<file path="src/rtl/axil_wb_pkg.sv">
// Shared types and constants for the AXI4-Lite to Wishbone classic bridge.
package axil_wb_pkg;

  typedef enum logic [2:0] {
    IDLE,
    WB_WR,
    WB_RD,
    B_RESP,
    R_RESP
  } state_t;

  localparam logic [1:0] RESP_OKAY   = 2'b00;
  localparam logic [1:0] RESP_SLVERR = 2'b10;

  function automatic int cnt_width(input int timeout);
    return $clog2(timeout + 1);
  endfunction

endpackage

</file>
<file path="src/rtl/axil2wb.sv">
// AXI4-Lite slave to Wishbone classic master bridge, one transaction in flight,
// with an ack timeout that turns a silent slave into SLVERR.
module axil2wb
  import axil_wb_pkg::*;
#(
  parameter int DATA_WIDTH = 32,
  parameter int ADDR_WIDTH = 12,
  parameter int TIMEOUT    = 255
) (
  input  logic                    wb_clk_i,
  input  logic                    wb_rst_i,
  input  logic [ADDR_WIDTH-1:0]   axil_awaddr,
  input  logic                    axil_awvalid,
  output logic                    axil_awready,
  input  logic [DATA_WIDTH-1:0]   axil_wdata,
  input  logic [DATA_WIDTH/8-1:0] axil_wstrb,
  input  logic                    axil_wvalid,
  output logic                    axil_wready,
  output logic [1:0]              axil_bresp,
  output logic                    axil_bvalid,
  input  logic                    axil_bready,
  input  logic [ADDR_WIDTH-1:0]   axil_araddr,
  input  logic                    axil_arvalid,
  output logic                    axil_arready,
  output logic [DATA_WIDTH-1:0]   axil_rdata,
  output logic [1:0]              axil_rresp,
  output logic                    axil_rvalid,
  input  logic                    axil_rready,
  output logic                    wb_cyc_o,
  output logic                    wb_stb_o,
  output logic                    wb_we_o,
  output logic [ADDR_WIDTH-1:0]   wb_adr_o,
  output logic [DATA_WIDTH-1:0]   wb_dat_o,
  output logic [DATA_WIDTH/8-1:0] wb_sel_o,
  input  logic [DATA_WIDTH-1:0]   wb_dat_i,
  input  logic                    wb_ack_i
);

  localparam int STRB_W = DATA_WIDTH / 8;
  localparam int CW = cnt_width(TIMEOUT);
  localparam logic [CW-1:0] CNT_LAST = CW'(TIMEOUT - 1);

  state_t              state;
  logic                aw_held, w_held;
  logic [ADDR_WIDTH-1:0] awaddr_q;
  logic [DATA_WIDTH-1:0] wdata_q;
  logic [STRB_W-1:0]   wstrb_q;
  logic                last_grant_rd;
  logic [CW-1:0]       cnt;

  logic idle, aw_fire, w_fire, wr_full, rd_eligible, wr_sel, rd_sel;

  assign idle         = (state == IDLE) && !wb_rst_i;
  assign axil_awready = idle && !aw_held;
  assign axil_wready  = idle && !w_held;
  assign aw_fire      = axil_awvalid && axil_awready;
  assign w_fire       = axil_wvalid && axil_wready;
  assign wr_full      = idle && (aw_held || aw_fire) && (w_held || w_fire);
  assign rd_eligible  = idle && !aw_held && !w_held && axil_arvalid;
  // A complete write yields to a contending read only when the last grant was a write.
  assign wr_sel       = wr_full && (!rd_eligible || last_grant_rd);
  assign axil_arready = idle && !aw_held && !w_held && !wr_sel;
  assign rd_sel       = axil_arvalid && axil_arready;

  always_ff @(posedge wb_clk_i or posedge wb_rst_i) begin
    if (wb_rst_i) begin
      state         <= IDLE;
      aw_held       <= 1'b0;
      w_held        <= 1'b0;
      awaddr_q      <= '0;
      wdata_q       <= '0;
      wstrb_q       <= '0;
      last_grant_rd <= 1'b1;
      cnt           <= '0;
      wb_cyc_o      <= 1'b0;
      wb_stb_o      <= 1'b0;
      wb_we_o       <= 1'b0;
      wb_adr_o      <= '0;
      wb_dat_o      <= '0;
      wb_sel_o      <= '0;
      axil_bresp    <= RESP_OKAY;
      axil_bvalid   <= 1'b0;
      axil_rdata    <= '0;
      axil_rresp    <= RESP_OKAY;
      axil_rvalid   <= 1'b0;
    end else begin
      case (state)
        IDLE: begin
          if (aw_fire) begin
            aw_held  <= 1'b1;
            awaddr_q <= axil_awaddr;
          end
          if (w_fire) begin
            w_held  <= 1'b1;
            wdata_q <= axil_wdata;
            wstrb_q <= axil_wstrb;
          end
          if (wr_sel) begin
            aw_held       <= 1'b0;
            w_held        <= 1'b0;
            last_grant_rd <= 1'b0;
            cnt           <= '0;
            wb_cyc_o      <= 1'b1;
            wb_stb_o      <= 1'b1;
            wb_we_o       <= 1'b1;
            wb_adr_o      <= aw_held ? awaddr_q : axil_awaddr;
            wb_dat_o      <= w_held ? wdata_q : axil_wdata;
            wb_sel_o      <= w_held ? wstrb_q : axil_wstrb;
            state         <= WB_WR;
          end else if (rd_sel) begin
            last_grant_rd <= 1'b1;
            cnt           <= '0;
            wb_cyc_o      <= 1'b1;
            wb_stb_o      <= 1'b1;
            wb_we_o       <= 1'b0;
            wb_adr_o      <= axil_araddr;
            wb_dat_o      <= '0;
            wb_sel_o      <= '1;
            state         <= WB_RD;
          end
        end
        WB_WR, WB_RD: begin
          // Ack wins over expiry when both land in the same cycle.
          if (wb_ack_i || cnt == CNT_LAST) begin
            wb_cyc_o <= 1'b0;
            wb_stb_o <= 1'b0;
            if (state == WB_WR) begin
              axil_bresp  <= wb_ack_i ? RESP_OKAY : RESP_SLVERR;
              axil_bvalid <= 1'b1;
              state       <= B_RESP;
            end else begin
              axil_rdata  <= wb_ack_i ? wb_dat_i : '0;
              axil_rresp  <= wb_ack_i ? RESP_OKAY : RESP_SLVERR;
              axil_rvalid <= 1'b1;
              state       <= R_RESP;
            end
          end else begin
            cnt <= cnt + 1'b1;
          end
        end
        B_RESP: begin
          if (axil_bready) begin
            axil_bvalid <= 1'b0;
            state       <= IDLE;
          end
        end
        R_RESP: begin
          if (axil_rready) begin
            axil_rvalid <= 1'b0;
            state       <= IDLE;
          end
        end
        default: state <= IDLE;
      endcase
    end
  end

endmodule

</file>
<file path="config.mk">
export PLATFORM = sky130hd
export DESIGN_NAME = axil2wb
export DESIGN_NICKNAME = d
export VERILOG_FILES = /design/src/rtl/axil_wb_pkg.sv /design/src/rtl/axil2wb.sv
export SDC_FILE = /design/constraint.sdc
export NUM_CORES = 1
export LEC_CHECK = 0
export ABC_AREA = 0
export BUFFER_PORTS_ARGS = -buffer_cell sky130_fd_sc_hd__buf_2
export CAP_MARGIN = 40
export CORE_ASPECT_RATIO = 0.75
export CORE_MARGIN = 2
export CORE_UTILIZATION = 52
export CTS_CLUSTER_DIAMETER = 80
export DETAILED_ROUTE_END_ITERATION = 8
export PLACE_DENSITY = 0.79
export SLEW_MARGIN = 40
export SYNTH_ARGS = -nofsm -noshare
export SYNTH_HDL_FRONTEND = slang
export SYNTH_SLANG_ARGS = --single-unit
</file>
<file path="constraint.sdc">
create_clock -name wb_clk_i -period 5.62 [get_ports wb_clk_i]
set_input_delay 0.843 -clock wb_clk_i [delete_from_list [all_inputs] [get_ports wb_clk_i]]
set_output_delay 0.843 -clock wb_clk_i [all_outputs]
set_load 0.01 [all_outputs]
</file>
==> impl_metrics.sql <==
INSERT INTO impl_metrics (metric_group, metric, value, unit) VALUES
('yosys', 'yosys_most_used_dff', 'sky130_fd_sc_hd__dfrtp_1', ''),
('drt', 'detailedRoute.firstPassIterationCount', '4', ''),
('power_and_ir_drop', 'total_switching_power', '0.00162', 'W'),
('die', 'die_area', '13300', 'um^2'),
('critical_path', 'crit_path_max_fanout', '23', ''),
('power_and_ir_drop', 'switching_share', '35.7', '%'),
('grt', 'pin_count_of_the_biggest_net_entering_global_routing', '92', ''),
('sta', 'timing.fmax', '310', 'MHz'),
('run_status', 'run_status', 'finished, final reports clean', ''),
('place', 'place.detailed.hpwl', '10300', 'um'),
('critical_path', 'cp.arrival', '2.38', 'ns'),
('place', 'io_buffers', '189', ''),
('yosys', 'postSynthAreaPerCell', '12.1', 'um^2'),
('grt', 'antenna_found_initial', '0', ''),
('clock_tree', 'clock_tree_from_tritoncts', 'yes', ''),
('grt', 'global_route.usage.met2', '36.1', '%'),
('grt', 'grt_remaining_overflow', '0', ''),
('sta', 'final_period_minus_worst_setup_slack', '3.23', 'ns'),
('finish', 'multi_input_logic_area', '2570', 'um^2'),
('power_and_ir_drop', 'p_leak', '3.94', 'nW'),
('critical_path', 'setup.worst_path.start', 'aw_held', ''),
('grt', 'use_met3', '6.44', '%'),
('drt', 'vias_per_cell', '5.44', ''),
('critical_path', 'reg2reg_from', 'aw_held', ''),
('flow_run', 'drv_cap', '0', ''),
('yosys', 'synth-xor-area-share', '0.136', '%'),
('drt', 'detailedRoute.firstIterationViolations', '274', ''),
('sta', 'slew_viol_final', '0', ''),
('drt', 'detailed_route_wire_length', '15000', 'um'),
('critical_path', 'worst_path_dominant_cell_family', 'compound AO/OA/AOI/OAI gates', ''),
('clock_tree', 'cts_sinks', '148', ''),
('yosys', 'synth.area.mux_share', '16.9', '%'),
('yosys', 'count_of_warnings_emitted_by_yosys', '0', ''),
('power_and_ir_drop', 'p_comb_share', '36.3', '%'),
('worst_hold_path', 'hold_path_origin', 'wb_dat_o[26]', ''),
('place', 'routabilityCongestion', '0.794', ''),
('power_and_ir_drop', 'power.share.sequential', '41.2', '%'),
('clock_tree', 'h-tree-depth', '4', ''),
('sta', 'fin_tns_setup', '0', 'ns'),
('yosys', 'synth.largest_area_cell', 'sky130_fd_sc_hd__dfrtp_1', ''),
('clock_tree', 'holdBufCountCts', '0', ''),
('yosys', 'adder_and_majority_cell_fraction_of_the_synthesized_area', '0.387', '%'),
('critical_path', 'critical-path-max-stage-delay', '0.84', 'ns'),
('power_and_ir_drop', 'max-vdd-ir-drop', '0.277', 'mV'),
('yosys', 'synth_cells', '532', ''),
('drt', 'detailroute.via_count', '4843', ''),
('die', 'die_height', '101', 'um'),
('die', 'floorplan.rows', '35', ''),
('die', 'placeableCoreArea', '12200', 'um^2'),
('power_and_ir_drop', 'power.internal', '0.00291', 'W'),
('finish', 'fill_cells', '924', ''),
('power_and_ir_drop', 'power.share.clock', '22.5', '%'),
('sta', 'maxSlewHeadroom', '48.8', '%'),
('yosys', 'synthSimpleGateAreaFrac', '8.05', '%'),
('yosys', 'synth_top_family_by_area', 'multiplexers', ''),
('power_and_ir_drop', 'powerDensity', '560', 'nW/um^2'),
('die', 'start_util', '52.9', '%'),
('finish', 'n_antenna_cell', '0', ''),
('drt', 'remaining_drc_errors', '0', ''),
('grt', 'groute.layer.met1.usage', '31.9', '%'),
('yosys', 'distinct_cell_type_count_after_synthesis', '54', ''),
('finish', 'ff_latch_area', '3710', 'um^2'),
('yosys', 'synth.top_cells.by_area', 'sky130_fd_sc_hd__dfrtp_1 57%, sky130_fd_sc_hd__mux2i_1 8.2%, sky130_fd_sc_hd__mux2_2 8.2%', ''),
('yosys', 'synthDominantCellAreaShare', '56.9', '%'),
('sta', 'grt_setup_unrepaired', 'no', ''),
('place', 'placed_cells_incl_taps', '858', ''),
('clock_tree', 'cts-root-buf', 'sky130_fd_sc_hd__clkbuf_16', ''),
('critical_path', 'critPathCaptureType', 'output pin', ''),
('critical_path', 'worst-setup-path-type', 'register to output pin', ''),
('clock_tree', 'cts_resized', '0', ''),
('grt', 'wire_length_of_the_first_global_routing_pass', '24500', 'um');
==> cell usage in the layout (no fill, tap or decap), drive strengths merged, types with 2 or more instances in the layout <==
master / instances
nor2b: 4
a211oi: 15
nor3: 2
clkbuf: 22
nor3b: 2
or3: 2
ha: 2
clkinv: 5
nor2: 13
mux2: 49
o211ai: 4
and2: 10
clkinvlp: 4
o21ai: 39
buf: 196
mux2i: 53
nand2b: 6
conb: 2
a21oi: 26
a22o: 32
inv: 10
nor4: 2
nand4: 2
nand3: 3
nand2: 54
dfrtp: 147
==> stage by stage <==
step                      cell area [um^2]  util [%]  hold slack [ns]  total power (W)  setup WS (ns)
after floorplan                       6470         -            0.471          0.00293       0.000442
after global placement                7500      61.4            0.461          0.00340           2.71
after detailed placement              7530      61.7            0.469          0.00352           2.71
after CTS                             8070      66.0            0.485          0.00456           2.38
after global routing                  8080      66.1            0.506          0.00482           2.24
final                                 8080      66.1            0.481          0.00452           2.39
==> registers in the layout, indices dropped and copies added, names as in the netlist, 4 cells and up <==
signal      count
wb_adr_o       12
cnt             8
awaddr_q       12
axil_rdata     32
wb_dat_o       32
wstrb_q         4
wdata_q        32
wb_sel_o        4
==> synth_stat cells (6+ instances only) <==
cell,instances
sky130_fd_sc_hd__a211oi_1,15
sky130_fd_sc_hd__a21oi_1,18
sky130_fd_sc_hd__a21oi_2,8
sky130_fd_sc_hd__a22o_1,32
sky130_fd_sc_hd__and2_1,10
sky130_fd_sc_hd__buf_2,10
sky130_fd_sc_hd__clkbuf_1,16
sky130_fd_sc_hd__dfrtp_1,147
sky130_fd_sc_hd__inv_1,8
sky130_fd_sc_hd__mux2_2,47
sky130_fd_sc_hd__mux2i_1,53
sky130_fd_sc_hd__nand2_1,54
sky130_fd_sc_hd__nand2b_1,6
sky130_fd_sc_hd__nor2_1,13
sky130_fd_sc_hd__o21ai_0,35
==> kinds of logic after synthesis <==
logic type	count (synthesis)
AO/OA/AOI/OAI	128
XOR/XNOR	1
adder cells (fa/ha/maj)	2
buffers and inverters	45
flip-flops	148
multiplexers	102
other	1
AND/OR/NAND/NOR	105
==> worst register-to-register path: stages, from the launching register on <==
cell and delay (ns):
sky130_fd_sc_hd__dfrtp_1 0.84, sky130_fd_sc_hd__o22a_1 0.48, sky130_fd_sc_hd__o311ai_4 0.32, sky130_fd_sc_hd__buf_4 0.40, sky130_fd_sc_hd__a211oi_1 0.38, sky130_fd_sc_hd__a21oi_2 0.05
==> power by group through the flow <==
| stage | Combinational [W] | Sequential [W] | Clock [W] |
|---|---|---|---|
| final | 0.00164 | 0.00186 | 0.00102 |
| after global routing | 0.00181 | 0.00192 | 0.00109 |
| after CTS | 0.00166 | 0.00186 | 0.00103 |
| after detailed placement | 0.00165 | 0.00187 | 0 |
| after global placement | 0.00156 | 0.00184 | 0 |
| after floorplan | 0.00103 | 0.00190 | 0 |
==> area by class of cell <==
cell class              count  share of cell area, %
well taps                 166                   2.57
multi-input cells         340                   31.9
repair buffers            196                   12.6
clock buffers              22                   5.62
inverters                   9                  0.511
clock inverters            10                  0.976
flip-flops and latches    148                   45.9
==> layer usage <==
metal | vias to the layer above | wire (um)
met5 | - | 0
met4 | 0 | 192
met3 | 18 | 975
met2 | 158 | 6970
met1 | 2396 | 6860
li1 | 2271 | -
==> final timing paths <==
kind,slack (ns),cells past startpoint,to
setup / recovery,2.39,4,axil_arready
hold / removal,0.48,2,wb_dat_o[26]
setup reg to reg,3.02,5,wb_adr_o[1]
hold reg to reg,0.48,2,wb_dat_o[26]
max in group asynchronous,3.83,3,wstrb_q[3]
min in group asynchronous,0.54,2,w_held
Note: power is estimated with default switching activity, not from simulation.
